$ cat src/rtl/game_pkg.sv
// game_pkg: shared board geometry, tile exponent codes and spawner state encoding.
package game_pkg;
    localparam int CELL_W  = 4;
    localparam int N_CELLS = 16;
    localparam int BOARD_W = CELL_W * N_CELLS;
    localparam logic [CELL_W-1:0] EXP_EMPTY = 4'd0;
    localparam logic [CELL_W-1:0] EXP_TWO   = 4'd1;
    localparam logic [CELL_W-1:0] EXP_FOUR  = 4'd2;
    typedef logic [N_CELLS-1:0][CELL_W-1:0] board_t;
    typedef enum logic [2:0] {S_IDLE, S_REQ, S_WAIT, S_SCAN, S_DONE, S_FULL} spawn_state_e;
endpackage

$ cat src/rtl/tile_spawner_if.sv
// tile_spawner_if: request/board/random-block/result signals of the tile spawner.
interface tile_spawner_if;
    import game_pkg::*;
    logic               spawn_req;
    logic [BOARD_W-1:0] board;
    logic [3:0]         rand_pos;
    logic [3:0]         rand_val;
    logic               get;
    logic               busy;
    logic               spawn_valid;
    logic [3:0]         spawn_pos;
    logic [3:0]         spawn_exp;
    logic               board_full;
    modport slave  (input  spawn_req, board, rand_pos, rand_val,
                    output get, busy, spawn_valid, spawn_pos, spawn_exp, board_full);
    modport master (output spawn_req, board, rand_pos, rand_val,
                    input  get, busy, spawn_valid, spawn_pos, spawn_exp, board_full);
endinterface

$ cat src/rtl/tile_spawner.sv
// tile_spawner: picks the first empty cell from a random start (wrapping) and a tile exponent.
// Define TILE_SPAWN_FOUR_EN to allow exponent 2 (tile 4) when rand_val < FOUR_THRESH.
module tile_spawner
    import game_pkg::*;
#(
    parameter int FOUR_THRESH = 2
) (
    input  logic           clk,
    input  logic           reset_debounced,
    tile_spawner_if.slave  bus
);
    spawn_state_e state_q, state_d;
    board_t       snap_q, snap_d;
    logic [3:0]   ptr_q, ptr_d, cnt_q, cnt_d;
    logic [3:0]   choice_q, choice_d, pos_q, pos_d, exp_q, exp_d;
    logic [3:0]   choice_new;

`ifdef TILE_SPAWN_FOUR_EN
    assign choice_new = (int'(bus.rand_val) < FOUR_THRESH) ? EXP_FOUR : EXP_TWO;
`else
    logic unused_rand;
    assign unused_rand = ^{bus.rand_val, 4'(FOUR_THRESH)};
    assign choice_new  = EXP_TWO;
`endif

    always_comb begin
        state_d  = state_q;
        snap_d   = snap_q;
        ptr_d    = ptr_q;
        cnt_d    = cnt_q;
        choice_d = choice_q;
        pos_d    = pos_q;
        exp_d    = exp_q;
        case (state_q)
            S_IDLE: if (bus.spawn_req) begin
                snap_d  = bus.board;
                state_d = S_REQ;
            end
            S_REQ:  state_d = S_WAIT;
            S_WAIT: begin
                ptr_d    = bus.rand_pos;
                cnt_d    = 4'd0;
                choice_d = choice_new;
                state_d  = S_SCAN;
            end
            S_SCAN: begin
                if (snap_q[ptr_q] == EXP_EMPTY) begin
                    pos_d   = ptr_q;
                    exp_d   = choice_q;
                    state_d = S_DONE;
                end else if (cnt_q == 4'(N_CELLS - 1)) begin
                    state_d = S_FULL;
                end else begin
                    ptr_d = ptr_q + 4'd1;
                    cnt_d = cnt_q + 4'd1;
                end
            end
            default: state_d = S_IDLE;
        endcase
    end

    always_ff @(posedge clk) begin
        if (reset_debounced) begin
            state_q  <= S_IDLE;
            snap_q   <= '0;
            ptr_q    <= '0;
            cnt_q    <= '0;
            choice_q <= '0;
            pos_q    <= '0;
            exp_q    <= '0;
        end else begin
            state_q  <= state_d;
            snap_q   <= snap_d;
            ptr_q    <= ptr_d;
            cnt_q    <= cnt_d;
            choice_q <= choice_d;
            pos_q    <= pos_d;
            exp_q    <= exp_d;
        end
    end

    assign bus.get         = (state_q == S_REQ);
    assign bus.busy        = (state_q != S_IDLE);
    assign bus.spawn_valid = (state_q == S_DONE);
    assign bus.board_full  = (state_q == S_FULL);
    assign bus.spawn_pos   = pos_q;
    assign bus.spawn_exp   = exp_q;
endmodule

$ cat src/flat_wrapper.sv
// flat-port wrapper written by rule: the top's interface ports become plain ports
module tile_spawner_flat import game_pkg::*;
#(
    parameter int FOUR_THRESH = 2
)
  (clk, reset_debounced, bus_spawn_req, bus_board, bus_rand_pos, bus_rand_val, bus_get, bus_busy, bus_spawn_valid, bus_spawn_pos, bus_spawn_exp, bus_board_full);
  tile_spawner_if bus_i ();
  input  logic clk;
  input  logic reset_debounced;
  input wire logic [$bits(bus_i.spawn_req)-1:0] bus_spawn_req;
  input wire logic [$bits(bus_i.board)-1:0] bus_board;
  input wire logic [$bits(bus_i.rand_pos)-1:0] bus_rand_pos;
  input wire logic [$bits(bus_i.rand_val)-1:0] bus_rand_val;
  output wire logic [$bits(bus_i.get)-1:0] bus_get;
  output wire logic [$bits(bus_i.busy)-1:0] bus_busy;
  output wire logic [$bits(bus_i.spawn_valid)-1:0] bus_spawn_valid;
  output wire logic [$bits(bus_i.spawn_pos)-1:0] bus_spawn_pos;
  output wire logic [$bits(bus_i.spawn_exp)-1:0] bus_spawn_exp;
  output wire logic [$bits(bus_i.board_full)-1:0] bus_board_full;
  assign bus_i.spawn_req = bus_spawn_req;
  assign bus_i.board = bus_board;
  assign bus_i.rand_pos = bus_rand_pos;
  assign bus_i.rand_val = bus_rand_val;
  assign bus_get = bus_i.get;
  assign bus_busy = bus_i.busy;
  assign bus_spawn_valid = bus_i.spawn_valid;
  assign bus_spawn_pos = bus_i.spawn_pos;
  assign bus_spawn_exp = bus_i.spawn_exp;
  assign bus_board_full = bus_i.board_full;
  tile_spawner #(.FOUR_THRESH(FOUR_THRESH)) u_core (.clk(clk), .reset_debounced(reset_debounced), .bus(bus_i));
endmodule
$ cat config.mk
export PLATFORM = sky130hd
export DESIGN_NAME = tile_spawner_flat
export DESIGN_NICKNAME = d
export VERILOG_FILES = /design/src/rtl/game_pkg.sv /design/src/rtl/tile_spawner_if.sv /design/src/rtl/tile_spawner.sv /design/src/flat_wrapper.sv
export SDC_FILE = /design/constraint.sdc
export NUM_CORES = 1
export LEC_CHECK = 0
export CAP_MARGIN = 25
export CORE_UTILIZATION = 35
export DETAILED_ROUTE_END_ITERATION = 10
export GPL_TIMING_DRIVEN = 0
export PLACE_DENSITY = 0.58
export RECOVER_POWER = 100
export SKIP_CTS_REPAIR_TIMING = 1
export SLEW_MARGIN = 20
export SYNTH_ARGS = -nofsm -noshare
export SYNTH_HDL_FRONTEND = slang
export SYNTH_SLANG_ARGS = --single-unit
$ cat constraint.sdc
create_clock -name clk -period 2.7 [get_ports clk]
set_input_delay 0.405 -clock clk [delete_from_list [all_inputs] [get_ports clk]]
set_output_delay 0.405 -clock clk [all_outputs]
set_load 0.05 [all_outputs]
==> results of run 1 <==
kinds of logic (layout without fill, tap and decap cells):
kind of cell / count (synthesis) / in the layout / share of synthesized area [%]
flops: 81 / 81 / 47.0
simple gates: 220 / 220 / 28.7
other cells: 1 / 3 / 0.109
compound gates: 97 / 97 / 17.0
buf+inv: 34 / 129 / 4.10
mux: 8 / 8 / 2.36
fa+ha+maj: 2 / 2 / 0.725
state kept, by name (all words and copies together) (netlist names):
name	count
u_core.bus.spawn_exp	1
u_core.bus.spawn_pos	4
u_core.choice_q	1
u_core.cnt_q	4
u_core.ptr_q	4
u_core.snap_q	64
u_core.state_q	3
worst max-delay path, delay by kind of cell, from the launching register on:
family,cells,cell delay (ps)
buffers and inverters,2,1190
and+or+nand+nor,1,220
DFF,1,330
synthesized netlist by cell type (2+ instances only):
cell type,count
nand2_1,150
dfxtp_1,81
a21oi_1,71
clkbuf_1,25
nor2_1,18
nor4_1,13
mux2i_1,7
a41oi_1,6
nor2b_1,6
nor3_1,6
nand2b_1,5
nand3_1,4
nor3b_1,4
o21ai_0,4
and2_1,3
buf_4,3
inv_1,3
a211oi_1,2
a21bo_2,2
a2bb2o_1,2
a31oi_1,2
buf_2,2
ha_1,2
nand3b_1,2
nor4_4,2
or2_2,2
through the flow:
stage	hold slack [ps]	utilization (%)	setup WS, ps	cell area [sq um]	instances
floorplan	431	-	537	3460	445
global placement	442	47.0	227	4410	653
detailed placement	447	47.0	174	4410	653
CTS	459	49.8	243	4670	669
global route	472	49.8	71.3	4670	669
finish	456	49.8	210	4670	669
final cells by class:
class | count | area [sq um]
buffer | 31 | 130
fill | 968 | 4700
tap | 129 | 161
inverter | 3 | 11.3
clock buffer | 11 | 151
timing repair buffer | 79 | 791
multi-input combinational | 330 | 1690
sequential | 81 | 1620
clock inverter | 5 | 110
power breakdown:
part | internal [W] | total (W) | switching [W]
sequential | 0.00130 | 0.00137 | 0.0000631
combinational | 0.000313 | 0.000769 | 0.000456
clock | 0.000673 | 0.00111 | 0.000441
worst max path at each step:
| stage | startpoint | to | slack (ps) | cells after the start |
|---|---|---|---|---|
| floorplan | u_core.ptr_q[0]$_SDFFE_PP0P_ | u_core.ptr_q[1]$_SDFFE_PP0P_ | 540 | 6 |
| global placement | reset_debounced | u_core.snap_q[41]$_SDFFE_PP0P_ | 230 | 5 |
| detailed placement | reset_debounced | u_core.snap_q[41]$_SDFFE_PP0P_ | 170 | 5 |
| CTS | u_core.ptr_q[0]$_SDFFE_PP0P_ | u_core.ptr_q[1]$_SDFFE_PP0P_ | 240 | 7 |
| global route | u_core.ptr_q[0]$_SDFFE_PP0P_ | u_core.ptr_q[1]$_SDFFE_PP0P_ | 70 | 7 |
| finish | u_core.state_q[0]$_SDFFE_PP0P_ | bus_get | 210 | 3 |
routing by layer:
layer | vias to the layer above | wire length (um)
li1 | 1677 | -
met1 | 1442 | 4150
met2 | 86 | 4080
met3 | 4 | 431
met4 | 0 | 62
met5 | - | 0
==> flow_metrics.tcl, run 1 <==
set metrics [dict create \
    synth.yosys.seq_area_share_pct 47.0 \
    async_flop_share_pct 0 \
    grt_use_met1_pct 23.7 \
    yosysUniqueCellTypes 42 \
    setup_tns_ps 0 \
    syn_area_per_cell_sq_um 7.79 \
    crit_type "reg -> out" \
    holdPathEnd "u_core.snap_q[34]$_SDFFE_PP0P_" \
    setup_viol_count_final 0 \
    num-nets-final 612 \
    slew_violations 0 \
    hp-start "u_core.snap_q[34]$_SDFFE_PP0P_" \
    top_usage_layer "met2" \
    drc 0 \
    grt_pass1_vias 3014 \
    crit_fanout 10 \
    fin_skew_ps 11.1 \
    core_sq_mm 0.00937 \
    dpl.hpwl_um 6630 \
    via_per_inst 4.80 \
    end_kind "primary output" \
    synth-seq-cells 81 \
    crit_arrival_ps 2090 \
    synth_edf_count 0 \
    slowest_stage "dlygate4sd3_1" \
    place.gp.congestion 0.795 \
    grt_usage_pct 17.6 \
    p_per_area_mw_per_mm2 696 \
    grt_max_degree 15 \
    slowest_delay_ps 890 \
    antenna_found_initial 0 \
    vdd_drop_max_mv 0.256 \
    wl_per_cell_um 13.0 \
    first_pass_iters 5 \
    rsz0062_at_grt "no" \
    wirelength_um 8720 \
    use_met3_pct 2.69 \
    power.leakage_nw 1.77 \
    pin_count 87 \
    syn_to_final_growth_pct 35.4 \
    numPortBuffers 79 \
    cts_tree "yes" \
    grtUsageMet2_pct 29.2 \
    reg2reg_depth 7 \
    fmax_ghz 0.402 \
    synth_top_area_share_pct 47.0 \
    hold_depth 2 \
    yosys_warnings 0 \
    start_kind "flip-flop" \
    cts_buffers 9 \
    worst-r2r-setup-slack_ps 260 \
    initial_core_util_pct 36.8 \
    clkSinkCount 81 \
    insertion_delay_ps 340 \
    grt_pass1_wl_um 14000 \
    layout-drive-gt1-share_pct 5.56 \
    worstReg2RegStart "u_core.ptr_q[0]$_SDFFE_PP0P_" \
    ctsLongestPathBuffers 2 \
    initialDrtViolationCount 191 \
    antennaDiodeCount 0 \
    p_total_w 0.00325 \
    num_vias 3209 \
    max_slew_margin_pct 55.2 \
    layout_common_cells "nand2_1, dfxtp_1, a21oi_1" \
    path_cells "clkbuf_1, nor3b_1, dlygate4sd3_1" \
    yosys-top-cells-area "dfxtp_1, nand2_1, a21oi_1" \
    status "finished, final reports clean" \
    grt-ovfl-total 0 \
    clk_pin_slew_ps 80 \
    max-cap-violations 0 \
    hold_path_class "reg -> reg" \
    reg2reg_to "u_core.ptr_q[1]$_SDFFE_PP0P_" \
    synth_area_sq_mm 0.00345 \
    critPathRequiredTime_ps 2300 \
    ant_nets 0 \
    ctsRootBufferMaster "clkbuf_8" \
    htreeDepth 3 \
    chipHeight_um 101 \
    period_needed_ps 2490 \
    die-area_sq_mm 0.0103 \
    worst_pin_slew_ps 665 \
    std_cell_rows 35 \
    post-route-period-util_pct 92.2 \
    final_common_cell "nand2_1" \
    synth_area_leader_cell "dfxtp_1" \
    die-width_um 101 \
    synth_top_flop_cell "dfxtp_1" \
    hold_viol 0 \
    synthCells 443 \
]
Power figures use the tool's default switching activity.
==> run 2, diff against run 1 <==
--- a/config.mk
+++ b/config.mk
@@ -5,7 +5,7 @@
 export SDC_FILE = /design/constraint.sdc
 export NUM_CORES = 1
 export LEC_CHECK = 0
-export CAP_MARGIN = 25
+export CAP_MARGIN = 30
 export CORE_UTILIZATION = 35
 export DETAILED_ROUTE_END_ITERATION = 10
 export GPL_TIMING_DRIVEN = 0
==> results of run 2 <==
No change in the layout: final DEF, timing and power equal those of run 1.
